==> src/rtl/muldiv_seq_if.sv <==
// Request/response bundle for the sequential multiply/divide unit.
// The master drives requests; the slave returns status and the HI/LO registers.
interface muldiv_seq_if #(
  parameter int WIDTH = 32
);
  logic             start;
  logic [2:0]       op;
  logic [WIDTH-1:0] a;
  logic [WIDTH-1:0] b;
  logic             flush;
  logic             busy;
  logic             done;
  logic             div_by_zero;
  logic [WIDTH-1:0] hi;
  logic [WIDTH-1:0] lo;

  modport master (output start, op, a, b, flush,
                  input  busy, done, div_by_zero, hi, lo);
  modport slave  (input  start, op, a, b, flush,
                  output busy, done, div_by_zero, hi, lo);
endinterface

==> src/rtl/muldiv_seq.sv <==
// Iterative MIPS-style multiply/divide unit: one shift-add or restoring-divide
// step per cycle on operand magnitudes, sign fix-up in a final cycle.
module muldiv_seq #(
  parameter int WIDTH = 32
) (
  input  logic        clk,
  input  logic        rst,
  muldiv_seq_if.slave mds
);
  localparam int            CW   = $clog2(WIDTH);
  localparam logic [CW-1:0] LAST = CW'(WIDTH - 1);

  localparam logic [2:0] OP_MULT  = 3'd0;
  localparam logic [2:0] OP_MULTU = 3'd1;
  localparam logic [2:0] OP_DIV   = 3'd2;
  localparam logic [2:0] OP_DIVU  = 3'd3;
  localparam logic [2:0] OP_MTHI  = 3'd4;
  localparam logic [2:0] OP_MTLO  = 3'd5;

  typedef enum logic [1:0] {IDLE, RUN, FIX, DONE} state_t;

  state_t           state_q, state_d;
  logic [CW-1:0]    cnt_q, cnt_d;
  logic [WIDTH-1:0] acc_q, acc_d;   // product high half, or partial remainder
  logic [WIDTH-1:0] q_q, q_d;       // multiplier being consumed, or dividend -> quotient
  logic [WIDTH-1:0] m_q, m_d;       // multiplicand or divisor magnitude
  logic             is_div_q, is_div_d;
  logic             neg_res_q, neg_res_d;
  logic             neg_rem_q, neg_rem_d;
  logic             dbz_q, dbz_d;
  logic [WIDTH-1:0] hi_q, hi_d;
  logic [WIDTH-1:0] lo_q, lo_d;

  logic             neg_a, neg_b;
  logic [WIDTH-1:0] abs_a, abs_b;
  logic [WIDTH:0]   mul_sum;
  logic [WIDTH:0]   div_sh;
  logic             div_ge;
  logic [2*WIDTH-1:0] product;
  logic [2*WIDTH-1:0] prod_fix;

  // op[0] clear selects the signed variants of both MULT and DIV
  assign neg_a = ~mds.op[0] & mds.a[WIDTH-1];
  assign neg_b = ~mds.op[0] & mds.b[WIDTH-1];
  assign abs_a = neg_a ? -mds.a : mds.a;
  assign abs_b = neg_b ? -mds.b : mds.b;

  assign mul_sum  = {1'b0, acc_q} + {1'b0, (q_q[0] ? m_q : {WIDTH{1'b0}})};
  assign div_sh   = {acc_q, q_q[WIDTH-1]};
  assign div_ge   = div_sh >= {1'b0, m_q};
  assign product  = {acc_q, q_q};
  assign prod_fix = neg_res_q ? -product : product;

  always_comb begin
    state_d   = state_q;
    cnt_d     = cnt_q;
    acc_d     = acc_q;
    q_d       = q_q;
    m_d       = m_q;
    is_div_d  = is_div_q;
    neg_res_d = neg_res_q;
    neg_rem_d = neg_rem_q;
    dbz_d     = dbz_q;
    hi_d      = hi_q;
    lo_d      = lo_q;
    case (state_q)
      IDLE: begin
        if (mds.start && !mds.flush) begin
          case (mds.op)
            OP_MULT, OP_MULTU, OP_DIV, OP_DIVU: begin
              state_d   = RUN;
              cnt_d     = '0;
              acc_d     = '0;
              is_div_d  = mds.op[1];
              q_d       = mds.op[1] ? abs_a : abs_b;
              m_d       = mds.op[1] ? abs_b : abs_a;
              neg_res_d = neg_a ^ neg_b;
              neg_rem_d = neg_a;
              dbz_d     = mds.op[1] & (mds.b == '0);
            end
            OP_MTHI: hi_d = mds.a;
            OP_MTLO: lo_d = mds.a;
            default: ;
          endcase
        end
      end
      RUN: begin
        if (mds.flush) begin
          state_d = IDLE;
        end else begin
          if (is_div_q) begin
            acc_d = div_ge ? WIDTH'(div_sh - {1'b0, m_q}) : div_sh[WIDTH-1:0];
            q_d   = {q_q[WIDTH-2:0], div_ge};
          end else begin
            acc_d = mul_sum[WIDTH:1];
            q_d   = {mul_sum[0], q_q[WIDTH-1:1]};
          end
          cnt_d = cnt_q + CW'(1);
          if (cnt_q == LAST) state_d = FIX;
        end
      end
      FIX: begin
        if (mds.flush) begin
          state_d = IDLE;
        end else begin
          // A zero divisor leaves |a| as remainder; sign fix-up turns it back into a
          if (is_div_q) begin
            lo_d = dbz_q ? {WIDTH{1'b1}} : (neg_res_q ? -q_q : q_q);
            hi_d = neg_rem_q ? -acc_q : acc_q;
          end else begin
            {hi_d, lo_d} = prod_fix;
          end
          state_d = DONE;
        end
      end
      DONE: state_d = IDLE;
      default: state_d = IDLE;
    endcase
  end

  always_ff @(posedge clk) begin
    if (rst) begin
      state_q   <= IDLE;
      cnt_q     <= '0;
      acc_q     <= '0;
      q_q       <= '0;
      m_q       <= '0;
      is_div_q  <= 1'b0;
      neg_res_q <= 1'b0;
      neg_rem_q <= 1'b0;
      dbz_q     <= 1'b0;
      hi_q      <= '0;
      lo_q      <= '0;
    end else begin
      state_q   <= state_d;
      cnt_q     <= cnt_d;
      acc_q     <= acc_d;
      q_q       <= q_d;
      m_q       <= m_d;
      is_div_q  <= is_div_d;
      neg_res_q <= neg_res_d;
      neg_rem_q <= neg_rem_d;
      dbz_q     <= dbz_d;
      hi_q      <= hi_d;
      lo_q      <= lo_d;
    end
  end

  assign mds.busy        = (state_q != IDLE);
  assign mds.done        = (state_q == DONE);
  assign mds.div_by_zero = (state_q == DONE) & dbz_q;
  assign mds.hi          = hi_q;
  assign mds.lo          = lo_q;
endmodule

==> src/flat_wrapper.sv <==
// flat-port wrapper written by rule: the top's interface ports become plain ports
module muldiv_seq_flat 
#(
  parameter int WIDTH = 32
)
  (clk, rst, mds_start, mds_op, mds_a, mds_b, mds_flush, mds_busy, mds_done, mds_div_by_zero, mds_hi, mds_lo);
  muldiv_seq_if #(.WIDTH(WIDTH)) mds_i ();
  input  logic clk;
  input  logic rst;
  input wire logic [$bits(mds_i.start)-1:0] mds_start;
  input wire logic [$bits(mds_i.op)-1:0] mds_op;
  input wire logic [$bits(mds_i.a)-1:0] mds_a;
  input wire logic [$bits(mds_i.b)-1:0] mds_b;
  input wire logic [$bits(mds_i.flush)-1:0] mds_flush;
  output wire logic [$bits(mds_i.busy)-1:0] mds_busy;
  output wire logic [$bits(mds_i.done)-1:0] mds_done;
  output wire logic [$bits(mds_i.div_by_zero)-1:0] mds_div_by_zero;
  output wire logic [$bits(mds_i.hi)-1:0] mds_hi;
  output wire logic [$bits(mds_i.lo)-1:0] mds_lo;
  assign mds_i.start = mds_start;
  assign mds_i.op = mds_op;
  assign mds_i.a = mds_a;
  assign mds_i.b = mds_b;
  assign mds_i.flush = mds_flush;
  assign mds_busy = mds_i.busy;
  assign mds_done = mds_i.done;
  assign mds_div_by_zero = mds_i.div_by_zero;
  assign mds_hi = mds_i.hi;
  assign mds_lo = mds_i.lo;
  muldiv_seq #(.WIDTH(WIDTH)) u_core (.clk(clk), .rst(rst), .mds(mds_i));
endmodule
==> config.mk <==
export PLATFORM = sky130hd
export DESIGN_NAME = muldiv_seq_flat
export DESIGN_NICKNAME = d
export VERILOG_FILES = /design/src/rtl/muldiv_seq_if.sv /design/src/rtl/muldiv_seq.sv /design/src/flat_wrapper.sv
export SDC_FILE = /design/constraint.sdc
export NUM_CORES = 1
export LEC_CHECK = 0
export ABC_AREA = 0
export CAP_MARGIN = 20
export CELL_PAD_IN_SITES_DETAIL_PLACEMENT = 0
export CELL_PAD_IN_SITES_GLOBAL_PLACEMENT = 1
export CORE_MARGIN = 10
export CORE_UTILIZATION = 30
export CTS_BUF_LIST = sky130_fd_sc_hd__clkbuf_4 sky130_fd_sc_hd__clkbuf_8 sky130_fd_sc_hd__clkbuf_16
export DETAILED_ROUTE_END_ITERATION = 12
export GPL_ROUTABILITY_DRIVEN = 1
export PLACE_DENSITY = 0.57
export SLEW_MARGIN = 10
export SYNTH_ARGS = -nofsm -noshare
export SYNTH_HDL_FRONTEND = slang
export SYNTH_SLANG_ARGS = --single-unit
==> constraint.sdc <==
create_clock -name clk -period 6.3 [get_ports clk]
set_input_delay 0.63 -clock clk [delete_from_list [all_inputs] [get_ports clk]]
set_output_delay 0.63 -clock clk [all_outputs]
set_load 0.01 [all_outputs]
==> results.json <==
{
  "status": "complete, no violations",
  "drive_gt1_share_pct": 4.88,
  "setup_tns_ps": 0,
  "h-tree-depth": 4,
  "vdd_drop_max_uv": 212,
  "start_util_pct": 30.4,
  "ys_warn_count": 0,
  "synth_compound_area_share_pct": 28.7,
  "hold_violations": 0,
  "ys_types": 84,
  "period_share_pct": 62.3,
  "startpoint_type": "flop",
  "fp.dieW_um": 240,
  "synth-simple-area-share_pct": 22.6,
  "global_route.usage.total_pct": 22.5,
  "synth_top_family_by_area": "compound AO/OA/AOI/OAI gates",
  "syn_avg_cell_area_um2": 7.17,
  "fmax_mhz": 255,
  "coreArea_um2": 47800,
  "hold_buffers": 0,
  "path_clk_slew_ps": 80,
  "setup_viol": 0,
  "cts-root-buf": "clkbuf_16",
  "synth_area_um2": 14500,
  "seq_power_share_pct": 37.3,
  "p_sw_w": 0.00113,
  "row_count": 80,
  "insertion_delay_ps": 470,
  "ys_seq_area_share_pct": 23.5,
  "fillers": 5166,
  "end_kind": "flop",
  "grt.overflow.total": 0,
  "layout_commonest_cell": "nand2_1",
  "dpl_cell_area_um2": 16400,
  "drt_pass1_iterations": 5,
  "multi_input_comb_area_um2": 10300,
  "vias": 15400,
  "drt-total-wl_mm": 66.0,
  "clkPwrFrac_pct": 35.5,
  "synthCells": 2030,
  "power_frac_comb_pct": 27.2,
  "grtUsageMet2_pct": 33.6,
  "drc": 0,
  "fin_crit_ps": 3920,
  "synth-seq-cells": 171,
  "power_w": 0.00312,
  "r2r_cells": 13,
  "cts.repair.resized": 0,
  "grt_pass1_vias": 14700,
  "sw_frac_of_total_pct": 36.2,
  "final_cell_area_um2": 16900,
  "fin_worst_skew_ps": 14.2,
  "crit_chain": "ha_1, and3_1, and4_1, nand4_1, o211ai_1, a211o_1, a211oi_4, buf_4, buf_4, mux2i_1, nor2_1, a21oi_1, o21ai_0",
  "cpMaxStageDelayCell": "dfxtp_1",
  "die_area_um2": 57700,
  "grt_first_pass_wirelength_mm": 97.6,
  "clock_sinks": 171,
  "detail-route-antenna-nets": 0,
  "globalplace.congestion": 0.872,
  "arrival_ps": 4260,
  "synth_edf_count": 0,
  "synth_nets": 2173,
  "ys_async_sr_fraction_pct": 0,
  "power_leakage_nw": 6.33,
  "final_cells": 2704,
  "syn_to_final_growth_pct": 16.4,
  "cts_setup_buffers": 0,
  "critPathMaxFanout": 31,
  "synth_adder_area_share_pct": 6.30,
  "antenna_found_initial": 0,
  "grt_max_degree": 88,
  "maxCapViolCount": 0,
  "holdPathEnd": "u_core.mds.lo[8]",
  "regArea_um2": 3430,
  "hold_class": "flop to flop",
  "rrSetupSlack_ps": 2380,
  "cts_tree": "yes",
  "power_density_nw_per_um2": 184,
  "nets": 2219,
  "synth_xor_area_share_pct": 10.1,
  "min-delay-start": "u_core.mds.lo[8]",
  "dp_hpwl_mm": 51.4,
  "crit_start": "u_core.acc_q[17]",
  "port_buffers": 137,
  "worstReg2RegStart": "u_core.acc_q[17]",
  "io_pins": 138,
  "synthMuxAreaShare_pct": 3.21,
  "drtIter0Drc": 1286,
  "grt_use_met3_pct": 2.45,
  "wl_per_cell_um": 24.4,
  "worst_path_most_repeated_cell": "buf_4",
  "globalRoute.busiestLayer": "met2",
  "dp.cells": 2672,
  "rr_endpoint": "u_core.acc_q[21]",
  "crit_type": "flop to flop",
  "rsz0062_at_grt": "no",
  "max_stage_delay_ps": 680,
  "grt_util_met1_pct": 33.3,
  "maxSlewHeadroom_pct": 25.2,
  "clk_path_buf_depth": 2,
  "vias_per_cell": 5.71,
  "cp_data_required_time_ps": 6630,
  "final-max-slew-violation-count": 0,
  "final_cell_mix": "nand2_1, nor2_1, a21oi_1",
  "tightest_slew_ps": 1120,
  "min_delay_path_depth": 2,
  "internal_power_w": 0.00199,
  "cts_buffers": 17,
  "n_antenna_cell": 0,
  "die_y_um": 240,
  "synth_ff_type": "dfxtp_1"
}
## per-layer routing
metal,routed length (µm),up-vias
met2,28000,528
met1,32800,7449
met5,0,-
met3,3830,52
met4,1330,0
li1,-,7402
## power by group through the flow
| stage | registers, W | clock network [W] | logic [W] |
|---|---|---|---|
| final | 0.00116 | 0.00111 | 0.000847 |
| after global routing | 0.00116 | 0.00117 | 0.000920 |
| after CTS | 0.00116 | 0.00113 | 0.000841 |
| after detailed placement | 0.00118 | 0 | 0.000838 |
| after global placement | 0.00118 | 0 | 0.000842 |
| after floorplan | 0.00116 | 0 | 0.000540 |
## sequential cells by signal, indices dropped and copies added, names as in the netlist
signal,cells
u_core.cnt_q,5
u_core.is_div_q,1
u_core.dbz_q,1
u_core.mds.hi,32
u_core.q_q,32
u_core.neg_res_q,1
u_core.state_q,2
u_core.acc_q,32
u_core.m_q,32
u_core.mds.lo,32
u_core.neg_rem_q,1
## cells by family (layout without fill, tap and decap cells)
group / after synthesis / after routing
AND/OR/NAND/NOR: 719 / 719
buffers and inverters: 200 / 259
XOR/XNOR: 168 / 168
AO/OA/AOI/OAI: 654 / 654
multiplexers: 46 / 46
adder cells (fa/ha/maj): 72 / 72
flip-flops: 171 / 171
## worst max-delay path by stage
stage	endpoint	slack (ps)	cells past startpoint
finish	u_core.acc_q[21]	2380	13
global route	u_core.acc_q[27]	2010	13
CTS	u_core.acc_q[29]	2410	14
detailed placement	u_core.q_q[30]	2230	10
global placement	u_core.m_q[30]	2240	10
floorplan	u_core.acc_q[31]	3140	13
## stage by stage
step | utilization (%) | worst slack [ps] | hold WS [ps]
after floorplan | - | 3140 | 432
after global placement | 34.2 | 2240 | 441
after detailed placement | 34.2 | 2230 | 444
after CTS | 35.4 | 2410 | 454
after global routing | 35.4 | 2010 | 475
final | 35.4 | 2380 | 455
## worst max-delay path, delay by kind of cell, from the launching register on
family | cells | cell delay (ps)
multiplexers | 1 | 210
buffers and inverters | 2 | 740
AO/OA/AOI/OAI | 5 | 1040
adder cells (fa/ha/maj) | 1 | 400
AND/OR/NAND/NOR | 4 | 710
flip-flops | 1 | 680
## synth_stat cells (11+ instances only)
cell	count	area, µm²
nor3_1	57	285
nor2b_1	17	106
a21oi_1	205	1030
mux2i_1	41	410
nor4_1	20	125
o221ai_1	20	175
xor2_1	85	744
clkbuf_1	121	454
o41ai_1	12	105
a211oi_1	43	323
nand2_1	244	916
o211ai_1	51	383
o31ai_1	16	120
nand2b_1	20	125
o21a_1	16	120
nand3_1	33	165
and3_1	15	93.8
a22oi_1	11	82.6
a311oi_1	22	193
a21o_1	28	210
a31oi_1	18	113
nor2_1	240	901
xnor2_1	83	727
inv_1	61	229
o21ai_0	139	696
dfxtp_1	171	3420
ha_1	70	876
## final cells by class
| type | count | share of cell area [%] |
|---|---|---|
| Inverter | 61 | 1.35 |
| Timing Repair Buffer | 166 | 9.34 |
| Multi-Input combinational cell | 1659 | 61.1 |
| Clock inverter | 13 | 0.761 |
| Clock buffer | 19 | 2.64 |
| Tap cell | 615 | 4.55 |
| Sequential cell | 171 | 20.2 |
Note: power is estimated with default switching activity, not from simulation.
